File: config.mk
export PLATFORM = sky130hd
export DESIGN_NAME = id_ex_stage_reg
export DESIGN_NICKNAME = d
export VERILOG_FILES = /design/src/rtl/id_ex_stage_reg.sv
export SDC_FILE = /design/constraint.sdc
export NUM_CORES = 1
export LEC_CHECK = 0
export BUFFER_PORTS_ARGS = -buffer_cell sky130_fd_sc_hd__buf_2
export CAP_MARGIN = 20
export CELL_PAD_IN_SITES_DETAIL_PLACEMENT = 1
export CELL_PAD_IN_SITES_GLOBAL_PLACEMENT = 1
export CORE_MARGIN = 10
export CORE_UTILIZATION = 30
export DETAILED_ROUTE_END_ITERATION = 7
export GPL_TIMING_DRIVEN = 0
export PLACE_DENSITY_LB_ADDON = 0.1
export SLEW_MARGIN = 20
export SYNTH_ARGS = -nofsm -noshare
export SYNTH_HDL_FRONTEND = slang
export SYNTH_SLANG_ARGS = --single-unit
File: constraint.sdc
create_clock -name clk -period 5.5 [get_ports clk]
set_input_delay 0.825 -clock clk [delete_from_list [all_inputs] [get_ports clk]]
set_output_delay 0.825 -clock clk [all_outputs]
set_load 0.01 [all_outputs]
File: src/rtl/id_ex_stage_reg.sv
// ID/EX pipeline register with load-use hazard detection and registered EX forward selects.
// Optional `WB_BYPASS_EN: forward the WB write port into the captured register-file operands.
module id_ex_stage_reg #(
    parameter int unsigned DW    = 32,
    parameter int unsigned AW    = 5,
    parameter int unsigned CNT_W = 16
) (
    input  logic             clk,
    input  logic             reset,
    input  logic             stall_in,
    input  logic             flush,
    input  logic             id_valid,
    input  logic [DW-1:0]    id_pc_next,
    input  logic [DW-1:0]    id_read_data1,
    input  logic [DW-1:0]    id_read_data2,
    input  logic [DW-1:0]    id_imm,
    input  logic [AW-1:0]    id_rs,
    input  logic [AW-1:0]    id_rt,
    input  logic [AW-1:0]    id_write_addr,
    input  logic             id_regwrite,
    input  logic             id_memread,
    input  logic             id_memwrite,
    input  logic [1:0]       id_memtoreg,
    input  logic [3:0]       id_aluctrl,
    input  logic             mem_regwrite,
    input  logic [AW-1:0]    mem_write_addr,
    input  logic             wb_regwrite,
    input  logic [AW-1:0]    wb_write_addr,
    input  logic [DW-1:0]    wb_write_data,
    output logic             load_use_stall,
    output logic             ex_valid,
    output logic [DW-1:0]    ex_pc_next,
    output logic [DW-1:0]    ex_read_data1,
    output logic [DW-1:0]    ex_read_data2,
    output logic [DW-1:0]    ex_imm,
    output logic [AW-1:0]    ex_rs,
    output logic [AW-1:0]    ex_rt,
    output logic [AW-1:0]    ex_write_addr,
    output logic             ex_regwrite,
    output logic             ex_memread,
    output logic             ex_memwrite,
    output logic [1:0]       ex_memtoreg,
    output logic [3:0]       ex_aluctrl,
    output logic [1:0]       ex_forward_a,
    output logic [1:0]       ex_forward_b,
    output logic [CNT_W-1:0] load_use_count
);

    localparam logic [1:0] FwdReg = 2'b00;
    localparam logic [1:0] FwdEx  = 2'b01;
    localparam logic [1:0] FwdMem = 2'b10;

    logic             ex_valid_q, ex_valid_d;
    logic [DW-1:0]    ex_pc_next_q, ex_pc_next_d;
    logic [DW-1:0]    ex_read_data1_q, ex_read_data1_d;
    logic [DW-1:0]    ex_read_data2_q, ex_read_data2_d;
    logic [DW-1:0]    ex_imm_q, ex_imm_d;
    logic [AW-1:0]    ex_rs_q, ex_rs_d;
    logic [AW-1:0]    ex_rt_q, ex_rt_d;
    logic [AW-1:0]    ex_write_addr_q, ex_write_addr_d;
    logic             ex_regwrite_q, ex_regwrite_d;
    logic             ex_memread_q, ex_memread_d;
    logic             ex_memwrite_q, ex_memwrite_d;
    logic [1:0]       ex_memtoreg_q, ex_memtoreg_d;
    logic [3:0]       ex_aluctrl_q, ex_aluctrl_d;
    logic [1:0]       fwd_a_q, fwd_a_d;
    logic [1:0]       fwd_b_q, fwd_b_d;
    logic [CNT_W-1:0] lu_count_q, lu_count_d;

    logic             lu_hit;
    logic             bubble;
    logic [1:0]       fwd_a_sel, fwd_b_sel;
    logic [DW-1:0]    op_a, op_b;

    // The instruction now in EX is the one that will sit in EX/MEM when the ID instruction executes,
    // so an EX-stage match here becomes select 01 next cycle; a MEM-stage match becomes 10.
    function automatic logic [1:0] fwd_sel(
        input logic [AW-1:0] src,
        input logic          ex_v,
        input logic          ex_rw,
        input logic [AW-1:0] ex_wa,
        input logic          mem_rw,
        input logic [AW-1:0] mem_wa
    );
        logic [1:0] sel;
        sel = FwdReg;
        if (ex_v && ex_rw && (ex_wa != '0) && (ex_wa == src)) begin
            sel = FwdEx;
        end else if (mem_rw && (mem_wa != '0) && (mem_wa == src)) begin
            sel = FwdMem;
        end
        return sel;
    endfunction

    always_comb begin
        lu_hit = ex_valid_q && ex_memread_q && (ex_write_addr_q != '0) && id_valid &&
                 ((ex_write_addr_q == id_rs) || (ex_write_addr_q == id_rt));
        load_use_stall = lu_hit && !stall_in;
    end

    always_comb begin
        fwd_a_sel = fwd_sel(id_rs, ex_valid_q, ex_regwrite_q, ex_write_addr_q,
                            mem_regwrite, mem_write_addr);
        fwd_b_sel = fwd_sel(id_rt, ex_valid_q, ex_regwrite_q, ex_write_addr_q,
                            mem_regwrite, mem_write_addr);
    end

`ifdef WB_BYPASS_EN
    always_comb begin
        op_a = id_read_data1;
        op_b = id_read_data2;
        if (wb_regwrite && (wb_write_addr != '0) && (wb_write_addr == id_rs)) begin
            op_a = wb_write_data;
        end
        if (wb_regwrite && (wb_write_addr != '0) && (wb_write_addr == id_rt)) begin
            op_b = wb_write_data;
        end
    end
`else
    // Register file is write-before-read, so the WB port is not needed here.
    logic unused_wb;
    assign unused_wb = ^{wb_regwrite, wb_write_addr, wb_write_data};

    always_comb begin
        op_a = id_read_data1;
        op_b = id_read_data2;
    end
`endif

    assign bubble = flush || load_use_stall || !id_valid;

    always_comb begin
        ex_valid_d      = ex_valid_q;
        ex_pc_next_d    = ex_pc_next_q;
        ex_read_data1_d = ex_read_data1_q;
        ex_read_data2_d = ex_read_data2_q;
        ex_imm_d        = ex_imm_q;
        ex_rs_d         = ex_rs_q;
        ex_rt_d         = ex_rt_q;
        ex_write_addr_d = ex_write_addr_q;
        ex_regwrite_d   = ex_regwrite_q;
        ex_memread_d    = ex_memread_q;
        ex_memwrite_d   = ex_memwrite_q;
        ex_memtoreg_d   = ex_memtoreg_q;
        ex_aluctrl_d    = ex_aluctrl_q;
        fwd_a_d         = fwd_a_q;
        fwd_b_d         = fwd_b_q;
        lu_count_d      = lu_count_q;

        if (!stall_in) begin
            if (bubble) begin
                ex_valid_d      = 1'b0;
                ex_pc_next_d    = '0;
                ex_read_data1_d = '0;
                ex_read_data2_d = '0;
                ex_imm_d        = '0;
                ex_rs_d         = '0;
                ex_rt_d         = '0;
                ex_write_addr_d = '0;
                ex_regwrite_d   = 1'b0;
                ex_memread_d    = 1'b0;
                ex_memwrite_d   = 1'b0;
                ex_memtoreg_d   = 2'b00;
                ex_aluctrl_d    = '0;
                fwd_a_d         = FwdReg;
                fwd_b_d         = FwdReg;
            end else begin
                ex_valid_d      = 1'b1;
                ex_pc_next_d    = id_pc_next;
                ex_read_data1_d = op_a;
                ex_read_data2_d = op_b;
                ex_imm_d        = id_imm;
                ex_rs_d         = id_rs;
                ex_rt_d         = id_rt;
                ex_write_addr_d = id_write_addr;
                ex_regwrite_d   = id_regwrite;
                ex_memread_d    = id_memread;
                ex_memwrite_d   = id_memwrite;
                ex_memtoreg_d   = id_memtoreg;
                ex_aluctrl_d    = id_aluctrl;
                fwd_a_d         = fwd_a_sel;
                fwd_b_d         = fwd_b_sel;
            end
            // A flush already supplies the bubble, so it is not counted as a load-use bubble.
            if (load_use_stall && !flush && (lu_count_q != '1)) begin
                lu_count_d = lu_count_q + CNT_W'(1);
            end
        end
    end

    always_ff @(posedge clk or posedge reset) begin
        if (reset) begin
            ex_valid_q      <= 1'b0;
            ex_pc_next_q    <= '0;
            ex_read_data1_q <= '0;
            ex_read_data2_q <= '0;
            ex_imm_q        <= '0;
            ex_rs_q         <= '0;
            ex_rt_q         <= '0;
            ex_write_addr_q <= '0;
            ex_regwrite_q   <= 1'b0;
            ex_memread_q    <= 1'b0;
            ex_memwrite_q   <= 1'b0;
            ex_memtoreg_q   <= 2'b00;
            ex_aluctrl_q    <= '0;
            fwd_a_q         <= FwdReg;
            fwd_b_q         <= FwdReg;
            lu_count_q      <= '0;
        end else begin
            ex_valid_q      <= ex_valid_d;
            ex_pc_next_q    <= ex_pc_next_d;
            ex_read_data1_q <= ex_read_data1_d;
            ex_read_data2_q <= ex_read_data2_d;
            ex_imm_q        <= ex_imm_d;
            ex_rs_q         <= ex_rs_d;
            ex_rt_q         <= ex_rt_d;
            ex_write_addr_q <= ex_write_addr_d;
            ex_regwrite_q   <= ex_regwrite_d;
            ex_memread_q    <= ex_memread_d;
            ex_memwrite_q   <= ex_memwrite_d;
            ex_memtoreg_q   <= ex_memtoreg_d;
            ex_aluctrl_q    <= ex_aluctrl_d;
            fwd_a_q         <= fwd_a_d;
            fwd_b_q         <= fwd_b_d;
            lu_count_q      <= lu_count_d;
        end
    end

    assign ex_valid       = ex_valid_q;
    assign ex_pc_next     = ex_pc_next_q;
    assign ex_read_data1  = ex_read_data1_q;
    assign ex_read_data2  = ex_read_data2_q;
    assign ex_imm         = ex_imm_q;
    assign ex_rs          = ex_rs_q;
    assign ex_rt          = ex_rt_q;
    assign ex_write_addr  = ex_write_addr_q;
    assign ex_regwrite    = ex_regwrite_q;
    assign ex_memread     = ex_memread_q;
    assign ex_memwrite    = ex_memwrite_q;
    assign ex_memtoreg    = ex_memtoreg_q;
    assign ex_aluctrl     = ex_aluctrl_q;
    assign ex_forward_a   = fwd_a_q;
    assign ex_forward_b   = fwd_b_q;
    assign load_use_count = lu_count_q;

endmodule
== Word-level counts from Yosys, hierarchy flattened ==
Index checks and enable logic that the tools add are counted.
W data, S select, Z words.
Word-level totals
  register bits: 173
  bits in latches: 0
  RAM bits: 0
  bits in read-only memories: 0
  input bits: 201
  word-level logic and storage cells: 65
  memories: 0
Cells by class
  $add $sub $neg: 1
  $mul: 0
  divide/modulo/power cells: 0
  $lt $le $gt $ge: 0
  equal/unequal tests: 5
  shifts and indexed selects: 0
  muxes and demuxes: 19
  bitwise gates (word level): 1
  reductions and logical operators: 23
Operators by type and width (number)
  $mux W32: 4
  $eq A5 B5 Y1: 4
  $add A16 B1 Y16 const B: 1
  $ne A16 B16 Y1 const B: 1
  $mux W5: 3
  $logic_and A1 B1 Y1: 14
  $mux W2: 7
  $reduce_bool A5 Y1: 2
  $mux W1: 4
  $mux W4: 1
  $logic_not A1 Y1: 3
  $logic_or A1 B1 Y1: 3
  $reduce_and A2 Y1: 1
  $not A1 Y1: 1

== Longest topological paths before layout ==
  depth after elaboration: 8
  depth in mapped cells: 8
  depth with buffers taken out: 6

== Least setup slack after synthesis ==
No wires, ideal clock.
  kind: input to output
  start point: in id_rs[2]
  end point: out load_use_stall
  data arrival time: 1820 ps
  path slack: 2855 ps
  cell stages on the path: 5
  path buffers: 1
  cell sequence: xor2_1 > nor4_4 > a32oi_4 > buf_2 > nor2_1
On the way
  word-level cells in the longest chain between the ends: 4
Ends and longest elaborated chain
  start, declared: line 17  | input logic [AW-1:0] id_rs,
  $eq A5 B5 Y1: line 97  | ((ex_write_addr_q == id_rs) || (ex_write_addr_q == id_rt));
  $logic_or A1 B1 Y1: line 97
  $logic_and A1 B1 Y1: line 96  | lu_hit = ex_valid_q && ex_memread_q && (ex_write_addr_q != '0) && id_valid &&
  $logic_and A1 B1 Y1: line 98  | load_use_stall = lu_hit && !stall_in;
  end, declared: line 30  | output logic load_use_stall,
Every way passes these cells.

== Final worst setup path ==
Same ends and word-level chain as after synthesis.

==> impl_metrics.toml <==
[status]
status = "finished clean"

[timing]
rsz0062_at_grt = "no"
slew_violations = 0
fin_setup_tns_ns = 0
period_needed_ns = 2.99
finClkSkew_ns = 0.0143
hold_viol_final = 0
period_share = 0.544
tightest_slew_ns = 0.712
max_freq_mhz = 334
setup_viol = 0
hold_ws_ns = 0.414
slew_headroom = 0.525

[clock_network]
cts_tree = "yes"
h-tree-depth = 4
cts_resized = 0
insertion_delay_ns = 0.43
clk_path_buf_depth = 2
cts_inserted_buffers = 17
cts.clk_slew.worst_paths_ns = 0.08
cts_root_buf = "clkbuf_16"
post_cts_buffers = 0
clock_sinks = 173
ctsHoldBuffers = 0

[final_layout]
syn2layout_area_growth_pct = 41.2
nFillCells = 2441
stdcell_count = 1130
drive_above_1_share = 0.468
final_area_um2 = 9390
finalNetCount = 1033
final_common_cell = "buf_2"
final_cell_mix = "345 x buf_2, 173 x dfrtp_1, 152 x a22o_1"

[drt]
num_vias = 5619
antenna_left = 0
wl_per_cell_um = 23.0
drt_iter0_drc = 270
vias_per_cell = 4.97
drcViolationCount = 0
wl_um = 26000
firstDrtPassIters = 4

[logic_synthesis]
synth.distinct_cells = 30
synth_nets = 674
syn_area_per_cell_um2 = 14.1
syn_area_um2 = 6650
syn_inst = 472
ys_seq_area_frac = 0.651
ys_seq_elements = 173
yosysWarnings = 0

[placed_design]
placed_area_um2 = 8780
routabilityCongestion = 0.820
port_buffers = 335
dpl.hpwl_um = 20700
place_inst = 1092

[setup_path]
worstSetupStartpoint = "id_rs[2]"
startpoint_type = "input pin"
path_class = "input pin to output pin"
crit_fanout = 10
reg2reg_depth = 8
endpoint_kind = "output pin"
rr_startpoint = "ex_write_addr[2]$_DFFE_PP0N_"
cp_data_required_time_ns = 4.68
cp.arrival_ns = 2.17

[global_route]
grt.overflow.total = 0
grt_pass1_vias = 6485
grt_max_degree = 36
grt_pass1_wl_um = 39800
gr-usage-all-layers = 0.179
antenna_found_initial = 7

[pwr]
leakage_uw = 0.00519
vdd_drop_max_mv = 0.178
power_per_cell_area_nw_per_um2 = 314
fin_total_pwr_uw = 2950

[floorplan]
fp.dieW_um = 169
core_area_um2 = 21800
dieHeight_um = 169
rows = 54
initial_core_util = 0.305
dieArea_um2 = 28500
boundaryPins = 375

[hold_path]
hp-class = "input pin to async pin"

[run]
drv_cap = 0
state kept, by name (all words and copies together), names as in the netlist:
| name | count |
|---|---|
| ex_imm | 32 |
| ex_forward_b | 2 |
| ex_rs | 5 |
| ex_memread | 1 |
| ex_aluctrl | 4 |
| ex_regwrite | 1 |
| ex_rt | 5 |
| ex_read_data2 | 32 |
| ex_memtoreg | 2 |
| load_use_count | 16 |
| ex_valid | 1 |
| ex_memwrite | 1 |
| ex_read_data1 | 32 |
| ex_pc_next | 32 |
| ex_forward_a | 2 |
| ex_write_addr | 5 |
layer usage:
layer	part of all wire	track usage	routed length, um	vias up
met4	0.014	0.0450	364	2
li1	-	-	-	2531
met5	0.00050	0	13	-
met1	0.39	0.200	10000	2846
met3	0.094	0.0776	2440	22
met2	0.51	0.307	13100	218
report_power, final:
part	switching (uW)	total (uW)	internal, uW
clock network	576	1230	650
registers	39.6	1370	1330
logic	193	351	158
final timing paths:
kind / to / slack, ns
setup / recovery: load_use_stall / 2.51
hold / removal: ex_read_data2[11]$_DFFE_PP0N_ / 0.41
setup reg to reg: ex_imm[4]$_DFFE_PP0N_ / 3.21
hold reg to reg: load_use_count[11]$_DFFE_PP0P_ / 0.48
max in group asynchronous: ex_aluctrl[1]$_DFFE_PP0N_ / 4.29
min in group clk: load_use_count[11]$_DFFE_PP0P_ / 0.48
area by class of cell:
class / count / area [um^2] / share of cell area
buffer: 38 / 223 / 0.0237
tap: 280 / 350 / 0.0373
clock buffer: 17 / 425 / 0.0453
inverter: 3 / 15.0 / 0.00160
sequential: 173 / 4330 / 0.461
multi-input combinational: 258 / 2090 / 0.222
timing repair buffer: 340 / 1780 / 0.189
clock inverter: 15 / 170 / 0.0181
antenna: 6 / 15.0 / 0.00160
cell families (layout without fill, tap and decap cells):
group	count (synthesis)	in the layout	synth area share
simple gates	57	57	0.0497
other cells	0	6	0
compound gates	164	164	0.214
mux	1	1	0.00169
buf+inv	41	413	0.0352
flops	173	173	0.651
fa+ha+maj	1	1	0.00188
xor+xnor	35	35	0.0461
critical path, cell delays in order:
cell	delay, ns
buf_2	0.13
xor2_1	0.27
nor4_4	0.10
a32oi_4	0.33
buf_2	0.30
nor2_1	0.07
buf_2	0.14
metrics by stage:
step	setup slack, ns	util
3_5_place_dp	2.51	0.402
5_1_grt	2.37	0.430
6_report	2.51	0.430
4_1_cts	2.49	0.430
3_3_place_gp	1.41	0.398
2_1_floorplan	2.46	-
synth_stat cells:
library cell / instances / area [um^2]
nand4_1: 9 / 56.3
nor3_1: 11 / 55.1
a22o_1: 152 / 1330
xor2_1: 28 / 245
mux2_2: 1 / 11.3
nor2b_1: 1 / 6.26
nor4_1: 7 / 43.8
a21o_1: 2 / 15.0
o31ai_1: 2 / 15.0
and4_1: 3 / 26.3
a21oi_1: 2 / 10.0
or3_1: 1 / 6.26
nand4b_1: 1 / 8.76
buf_6: 9 / 101
ha_1: 1 / 12.5
buf_2: 10 / 50.1
nand2_1: 10 / 37.5
inv_1: 3 / 11.3
nand3_1: 6 / 30.0
clkbuf_1: 19 / 71.3
a32oi_4: 1 / 27.5
nor4_4: 1 / 21.3
or4_1: 1 / 7.51
o21ai_0: 4 / 20.0
dfrtp_1: 173 / 4330
nor2_1: 4 / 15.0
o21a_1: 1 / 7.51
nor3b_1: 1 / 7.51
xnor2_1: 7 / 61.3
nor4b_1: 1 / 8.76
(Power assumes the default switching activity.)
